<file path="src/rtl/serial_adder.sv">
// serial_adder: bit-serial WIDTH-bit adder built from two half-adder cells and
// a carry flip-flop. Each RUN cycle retires one sum bit, LSB first, into a
// shift register, so a full addition takes WIDTH cycles plus one DONE cycle.
module serial_adder #(
    parameter int WIDTH = 8
) (
    input  logic             clk,
    input  logic             rst_n,
    input  logic             start,
    input  logic [WIDTH-1:0] a,
    input  logic [WIDTH-1:0] b,
    input  logic             cin,
    output logic             busy,
    output logic             done,
    output logic [WIDTH-1:0] sum,
    output logic             cout
);

    // Bit counter only needs to reach WIDTH-1; the value after the last bit
    // is irrelevant because it is reloaded on every accepted start.
    localparam int               CNT_W    = $clog2(WIDTH);
    localparam logic [CNT_W-1:0] CNT_LAST = CNT_W'(WIDTH - 1);
    localparam logic [CNT_W-1:0] CNT_ONE  = CNT_W'(1);

    localparam logic [1:0] ST_IDLE = 2'b00;
    localparam logic [1:0] ST_RUN  = 2'b01;
    localparam logic [1:0] ST_DONE = 2'b10;

    logic [1:0]       state;
    logic [1:0]       state_nxt;
    logic [WIDTH-1:0] a_sr;
    logic [WIDTH-1:0] b_sr;
    logic [WIDTH-1:0] sum_sr;
    logic             carry;
    logic [CNT_W-1:0] cnt;

    logic             s0;
    logic             c0;
    logic             s1;
    logic             c1;
    logic             accept;
    logic             last_bit;

    // Half-adder cell: returns {carry, sum}.
    function automatic logic [1:0] half_add(input logic x, input logic y);
        half_add = {x & y, x ^ y};
    endfunction

    // Full adder for the current bit: operand bits first, then the stored carry.
    always_comb begin
        {c0, s0} = half_add(a_sr[0], b_sr[0]);
        {c1, s1} = half_add(s0, carry);
    end

    assign accept   = (state == ST_IDLE) && start;
    assign last_bit = (state == ST_RUN) && (cnt == CNT_LAST);

    // Next-state logic: start is only honoured in IDLE; DONE lasts one cycle.
    always_comb begin
        state_nxt = state;
        case (state)
            ST_IDLE: if (start)    state_nxt = ST_RUN;
            ST_RUN:  if (last_bit) state_nxt = ST_DONE;
            ST_DONE:               state_nxt = ST_IDLE;
            default:               state_nxt = ST_IDLE;
        endcase
    end

    // State register; reset returns to IDLE without waiting for a clock.
    always_ff @(posedge clk or negedge rst_n) begin
        if (!rst_n) begin
            state <= ST_IDLE;
        end else begin
            state <= state_nxt;
        end
    end

    // Operand capture and one-bit-per-cycle shift; sum and carry hold otherwise.
    always_ff @(posedge clk or negedge rst_n) begin
        if (!rst_n) begin
            a_sr   <= '0;
            b_sr   <= '0;
            sum_sr <= '0;
            carry  <= 1'b0;
            cnt    <= '0;
        end else if (accept) begin
            a_sr  <= a;
            b_sr  <= b;
            carry <= cin;
            cnt   <= '0;
        end else if (state == ST_RUN) begin
            a_sr   <= {1'b0, a_sr[WIDTH-1:1]};
            b_sr   <= {1'b0, b_sr[WIDTH-1:1]};
            sum_sr <= {s1, sum_sr[WIDTH-1:1]};
            carry  <= c0 | c1;
            cnt    <= cnt + CNT_ONE;
        end
    end

    assign busy = (state != ST_IDLE);
    assign done = (state == ST_DONE);
    assign sum  = sum_sr;
    assign cout = carry;

endmodule

</file>
<file path="config.mk">
export PLATFORM = sky130hd
export DESIGN_NAME = serial_adder
export DESIGN_NICKNAME = d
export VERILOG_FILES = /design/src/rtl/serial_adder.sv
export SDC_FILE = /design/constraint.sdc
export NUM_CORES = 1
export LEC_CHECK = 0
export CAP_MARGIN = 15
export CELL_PAD_IN_SITES_DETAIL_PLACEMENT = 1
export CELL_PAD_IN_SITES_GLOBAL_PLACEMENT = 1
export CORE_MARGIN = 4
export CORE_UTILIZATION = 41
export CTS_CLUSTER_DIAMETER = 100
export DETAILED_ROUTE_END_ITERATION = 6
export GPL_ROUTABILITY_DRIVEN = 0
export PLACE_DENSITY = 0.85
export SYNTH_ARGS = -nofsm -noshare
export SYNTH_HDL_FRONTEND = slang
export SYNTH_SLANG_ARGS = --single-unit
</file>
<file path="constraint.sdc">
create_clock -name clk -period 3.5 [get_ports clk]
set_clock_uncertainty 0.2 [all_clocks]
set_input_delay 0.7 -clock clk [delete_from_list [all_inputs] [get_ports clk]]
set_output_delay 0.7 -clock clk [all_outputs]
set_load 0.05 [all_outputs]
</file>
---- Word-level counts from Yosys, hierarchy flattened ----
Cells that the tools add are included.
word-level totals
  register bits after elaboration ......... 30
  input bits .............................. 20
  output and inout bits ................... 11
  logic and storage cells ................. 36
cells by class
  add/sub/neg operators ................... 1
  equality and inequality tests ........... 5
  muxes and demuxes ....................... 11
  bitwise logic cells ..................... 6
  reduce and logical (&&, ||, !) cells .... 7
operator list
  kind                                                 count
  2-to-1 mux 8 bit                                     4
  2-to-1 mux 3 bit                                     2
  2-to-1 mux 2 bit                                     2
  != test 2 bit, second input constant                 2
  one-hot mux 2 bit (2 select lines)                   1
  AND reduction 2 bit                                  2
  nonzero test 2 bit                                   2
  adder 3 x 1 -> 3 bit, second input constant          1
  equality test 3 bit, second input constant           1
  bitwise AND 1 bit                                    2
  equality test 2 x 1 -> 1 bit, second input constant  1
  equality test 2 bit, second input constant           1
  logical AND 1 bit                                    2
  logical NOT 2 bit                                    1
  2-to-1 mux 1 bit                                     2
  bitwise XOR 1 bit                                    2
  inverter 1 bit                                       1
  bitwise OR 1 bit                                     1

---- Longest topological paths before layout ----
Gate-level depths: netlist (run 1).
  depth after elaboration ................. 5
  mapped depth ............................ 6
  depth with buffers taken out ............ 4

---- Worst setup path before layout (run 1) ----
Ideal clock, no wire load.
  kind .................................... register to output
  start point ............................. register state[1]
  end point ............................... output done
  arrival ................................. 1.024 ns
  data required time ...................... 2.600 ns
  setup slack ............................. 1.576 ns
  cell stages (with the launch flop) ...... 4
  path buffers ............................ 2
  cells stage by stage .................... dfrtp_1 buf_6 buf_2 and2b_1
between the ends
  longest elaborated chain between the ends .. 1
ends and longest elaborated chain
  element                   RTL line  source
  start: declaration        29        logic [1:0] state;
  start signal: assignment  74        state <= state_nxt;
  equality test 2 bit       101       assign done = (state == ST_DONE);
  end: declaration          14        output logic done,
No other way between the ends.

---- Final worst setup path (run 1) ----
  start point ............................. register state[0]
  end point ............................... output done
The elaborated chain is that of the path after synthesis.

==> results of run 1 <==
==> stage by stage <==
step / hold slack (ns) / total power [mW] / setup slack [ns]
floorplan: 0.204 / 1.20 / 1.58
global placement: 0.257 / 1.39 / 1.14
detailed placement: 0.261 / 1.44 / 1.11
CTS: 0.284 / 1.65 / 0.736
global route: 0.310 / 1.75 / 0.681
finish: 0.279 / 1.62 / 0.770
==> metal layers <==
metal,global-route usage,up-vias,share of wire
met2,0.287,31,0.50
met1,0.188,540,0.43
met4,0.0761,0,0.015
met5,0,-,0
met3,0.0476,7,0.058
li1,-,521,-
==> layout make-up <==
type	instances	area, um^2	share of cell area
Tap cell	44	55.1	0.0312
Inverter	1	3.75	0.00212
Timing Repair Buffer	33	323	0.183
Clock buffer	6	51.3	0.0290
Multi-Input combinational cell	90	583	0.330
Sequential cell	30	751	0.425
==> layout by cell type (no fill, tap or decap), drive strengths merged, types with 4 or more instances in the layout <==
master	netlist	layout
clkbuf	1	6
dfrtp	30	30
nand2	32	32
clkdlybuf4s50	0	30
nand2b	4	4
o21ai	6	6
o22a	16	16
==> synth_stat cells <==
cell type	n	area, um^2
fa_1	1	20.0
a21oi_1	1	5.00
or2b_1	2	15.0
dfrtp_1	30	751
a22oi_1	3	22.5
and2_1	1	6.26
nand2b_2	1	8.76
nor2b_1	2	12.5
nand2_1	32	120
a221o_1	3	30.0
and2b_1	2	15.0
nand3_1	3	15.0
a32o_1	1	10.0
clkinv_1	1	3.75
buf_6	2	22.5
nor2_2	2	12.5
a22o_1	2	17.5
ha_1	2	25.0
o221a_2	1	11.3
buf_2	5	25.0
o21ai_0	6	30.0
o22a_1	16	140
or3b_1	1	8.76
nand2b_1	3	18.8
clkbuf_1	1	3.75
nand3b_1	3	22.5
or2_4	1	8.76
o21bai_1	1	7.51
==> worst register-to-register path: stages, from the launching register on <==
cell     delay (ns)
dfrtp_1        0.46
buf_4          0.24
or2b_1         0.38
o221a_2        0.32
==> worst min-delay path by stage <==
stage            from       to  slack, ns  cells past startpoint
5_1_grt        sum[0]   sum[0]       0.31                      2
2_1_floorplan   rst_n  a_sr[0]       0.20                      0
6_report       sum[0]   sum[0]       0.28                      2
3_3_place_gp   sum[0]   sum[0]       0.26                      2
4_1_cts        sum[0]   sum[0]       0.28                      2
3_5_place_dp   sum[0]   sum[0]       0.26                      2
==> registers in the layout, indices dropped and copies added, names as in the netlist <==
| name | flops |
|---|---|
| sum | 8 |
| a_sr | 8 |
| b_sr | 8 |
| state | 2 |
| cout | 1 |
| cnt | 3 |
==> kinds of logic (layout without fill, tap and decap cells) <==
group | after synthesis | after routing | synth area share
buf+inv | 9 | 40 | 0.0396
fa+ha+maj | 3 | 3 | 0.0324
simple gates | 53 | 53 | 0.190
compound gates | 34 | 34 | 0.197
flops | 30 | 30 | 0.541
==> power by group <==
group	total (mW)	switching, mW	internal [mW]
clock	0.198	0.108	0.0903
combinational	0.802	0.457	0.345
sequential	0.622	0.117	0.505
==> results.tsv, run 1 <==
metric	value	unit
WL final	3200	um
HPWL after DPL	2340	um
final hold violation count	0	
P&R area growth vs syn	27.2	%
number of vias per cell	5.39	
Slew Limit Fails	0	
Slew @ Worst Pin	0.503	ns
Max FO, Critical Path	11	
Synthesized Nets	152	
Cell Area, Synth	1390	um^2
YS warnings	0	
Num Clock Sinks	30	
post-synthesis cell count	129	
worst flop-to-flop path endpoint	a_sr[3]	
nets	184	
DRC viols	0	
FP Rows	20	
Post-CTS Repair Setup Buffers	0	
Die X	66.2	um
CTS Hold Bufs	0	
startpoint types	register	
crit path kind	reg -> out	
max_cap viols	0	
status	finished, final reports clean	
CP Cell Sequence	and2b_1, clkdlybuf4s50_1	
Initial Util	0.440	
unrepaired setup endpoints after global routing	false	
global-route wire length before repair	5380	um
Reg2Reg Launch Point	state[1]	
register area share after synthesis	0.541	
io pins	31	
Total GRT Usage	0.167	
maximum clock path buffer count	2	
register bit count reported by yosys	30	
Max Freq	0.366	GHz
CP required	2.60	ns
Num CTS Buffers	5	
Yosys cell types	28	
VDD IR-drop max	0.000386	V
Lkg Pwr	0.782	nW
cell count along the critical path	2	
Reg2Reg Depth	3	
fin crit share	0.780	
HP Class	reg -> reg	
Mean Syn Cell Area	10.8	um^2
final setup vio count	0	
CP max stage cell	clkdlybuf4s50_1	
Placed Instances	198	
post-route cell area	1770	um^2
R2R setup slack	1.80	ns
detailed-route via count	1099	
Resize count post-CTS	0	
Die Span Y	66.2	um
CORE AREA	3150	um^2
Initial DRC Count	17	
GRT overflow	0	
CTS tree	yes	
max_slew headroom	0.664	
DR WL/cell	15.7	um
Antenna Nets Post-Route	0	
CP startpoint	state[0]	
placed cell areas	1720	um^2
Final Core Density	0.560	
total negative slack	0	ns
initial antenna violation count	0	
crit path to	done	
final instance count without filler cells	204	
share of cells above drive strength 1	0.0875	
CTS H-tree depth	2	
vias in the first global route	1138	
WP buf/inv	1	
DRT Pass-1 Iters	4	
largest net degree at the start of global routing	31	
fillers	361	
CP arrival	1.83	ns
Worst-path clk slew	0.09	ns
pwr dens	918	nW/um^2
CP top delay family	buffers and inverters	
endpoint class of the critical path	primary output	
Root Driver	clkbuf_4	
Port Buffers	30	
fin crit period	2.73	ns
ANT cells	0	
Max stage delay on crit path	0.79	ns
die area	4380	um^2
Skew-Pair Late Insertion Delay	0.32	ns
(Power assumes the default switching activity.)
==> run 2: changes to the inputs <==
--- a/config.mk
+++ b/config.mk
@@ -9,11 +9,11 @@
 export CELL_PAD_IN_SITES_DETAIL_PLACEMENT = 1
 export CELL_PAD_IN_SITES_GLOBAL_PLACEMENT = 1
 export CORE_MARGIN = 4
-export CORE_UTILIZATION = 41
+export CORE_UTILIZATION = 34
 export CTS_CLUSTER_DIAMETER = 100
 export DETAILED_ROUTE_END_ITERATION = 6
 export GPL_ROUTABILITY_DRIVEN = 0
-export PLACE_DENSITY = 0.85
+export PLACE_DENSITY = 0.76
 export SYNTH_ARGS = -nofsm -noshare
 export SYNTH_HDL_FRONTEND = slang
 export SYNTH_SLANG_ARGS = --single-unit
==> constraint.sdc (replaced) <==
create_clock -name clk -period 2.34 [get_ports clk]
set_clock_uncertainty 0.2 [all_clocks]
set_input_delay 0.468 -clock clk [delete_from_list [all_inputs] [get_ports clk]]
set_output_delay 0.468 -clock clk [all_outputs]
set_load 0.05 [all_outputs]
==> results.tsv, run 2 (same netlist as run 1, synthesis figures left out) <==
metric	value	unit	change
Max FO, Critical Path	4		-7
pwr dens	1400	nW/um^2	+53%
Max Freq	0.453	GHz	
Initial DRC Count	53		+36
Worst-path clk slew	0.07	ns	-0.02 ns
endpoint class of the critical path	primary output		
Die Span Y	71.9	um	+8.6%
Port Buffers	30		unchanged
Slew @ Worst Pin	0.495	ns	-0.00794 ns
P&R area growth vs syn	31.0	%	
nets	184		unchanged
share of cells above drive strength 1	0.106		+0.0181
fin crit period	2.21	ns	
die area	5170	um^2	+18%
Antenna Nets Post-Route	0		unchanged
VDD IR-drop max	0.000552	V	+43%
CP max stage cell	clkdlybuf4s50_1		
Die X	71.9	um	+8.6%
initial antenna violation count	0		unchanged
CTS Hold Bufs	0		unchanged
Post-CTS Repair Setup Buffers	0		unchanged
commonest non-fill, non-tap cell in the layout	nand2_1		
CP top delay family	buffers and inverters		
largest net degree at the start of global routing	31		unchanged
maximum clock path buffer count	2		unchanged
FP Rows	22		+10%
status	finished, final reports clean		
Lkg Pwr	0.806	nW	+3.1%
HP Class	reg -> reg		
Initial Util	0.366		-0.0749
unrepaired setup endpoints after global routing	false		
total negative slack	0	ns	unchanged
Total GRT Usage	0.140		-0.0263
HPWL after DPL	2390	um	+2.4%
post-route cell area	1820	um^2	+3.0%
max_slew headroom	0.669		+0.00531
placed cell areas	1740	um^2	+1.5%
CORE AREA	3800	um^2	+20%
Num CTS Buffers	5		unchanged
Num Clock Sinks	30		unchanged
io pins	31		unchanged
ANT cells	0		unchanged
CTS H-tree depth	2		unchanged
CP Cell Sequence	clkdlybuf4s50_1		
crit path kind	reg -> out		
startpoint types	register		
CP arrival	1.54	ns	-0.29 ns
Root Driver	clkbuf_8		
GRT overflow	0		unchanged
detailed-route via count	1091		-0.73%
Max stage delay on crit path	0.83	ns	+0.04 ns
WL final	3250	um	+1.6%
global-route wire length before repair	5570	um	+3.5%
DRT Pass-1 Iters	3		-1
Resize count post-CTS	0		unchanged
vias in the first global route	1133		-0.44%
final setup vio count	0		unchanged
max_cap viols	0		unchanged
WP buf/inv	1		unchanged
fin crit share	0.944		
Skew-Pair Late Insertion Delay	0.28	ns	-0.04 ns
commonest cells after routing, fill and taps aside	nand2_1 (32), dfrtp_1 (30), clkdlybuf4s50_1 (28)		
DRC viols	0		unchanged
number of vias per cell	5.22		-3.1%
DR WL/cell	15.6	um	-0.87%
CP required	1.67	ns	-0.93 ns
Slew Limit Fails	0		unchanged
final hold violation count	0		unchanged
CTS tree	yes		
run 2: worst reg2reg max path, stage by stage (launching register included):
cell	delay [ns]
dfrtp_1	0.54
or2_4	0.33
or3b_1	0.39
o221a_2	0.13
run 2: area by class of cell:
type,count,area (um^2)
Fill cell,431,1980
Sequential cell,30,751
Multi-Input combinational cell,90,583
Timing Repair Buffer,33,343
Clock buffer,5,68.8
Tap cell,48,60.1
Clock inverter,2,10.0
Inverter,1,3.75
run 2: final timing paths:
path / startpoint / endpoint / slack, ns / cells past startpoint
max in group asynchronous: rst_n / b_sr[2] / 1.28 / 2
max: cout / cout / 0.13 / 1
max reg2reg: state[1] / a_sr[3] / 0.64 / 3
min reg2reg: sum[0] / sum[0] / 0.29 / 2
min in group asynchronous: rst_n / sum[4] / 0.38 / 2
min: sum[0] / sum[0] / 0.29 / 2
run 2: through the flow:
| step | instances | worst slack [ns] | power [mW] | utilization | hold WS (ns) |
|---|---|---|---|---|---|
| 2_1_floorplan | 129 | 0.648 | 1.80 | - | -0.0276 |
| 3_3_place_gp | 202 | 0.329 | 2.12 | 0.458 | 0.260 |
| 3_5_place_dp | 202 | 0.268 | 2.19 | 0.458 | 0.280 |
| 4_1_cts | 209 | 0.110 | 2.59 | 0.479 | 0.296 |
| 5_1_grt | 209 | 0.0739 | 2.73 | 0.479 | 0.319 |
| 6_report | 209 | 0.132 | 2.55 | 0.479 | 0.286 |
run 2: where the power goes:
part           internal [mW]  switching [mW]  total (mW)
Clock                  0.199           0.188       0.387
Combinational          0.536           0.684        1.22
Sequential             0.757           0.186       0.943
Total                   1.49            1.06        2.55
run 2: layer usage:
| metal | GRT usage | share of wire |
|---|---|---|
| met1 | 0.172 | 0.45 |
| met4 | 0.0564 | 0.015 |
| met5 | 0 | 0 |
| met2 | 0.224 | 0.47 |
| met3 | 0.0499 | 0.060 |
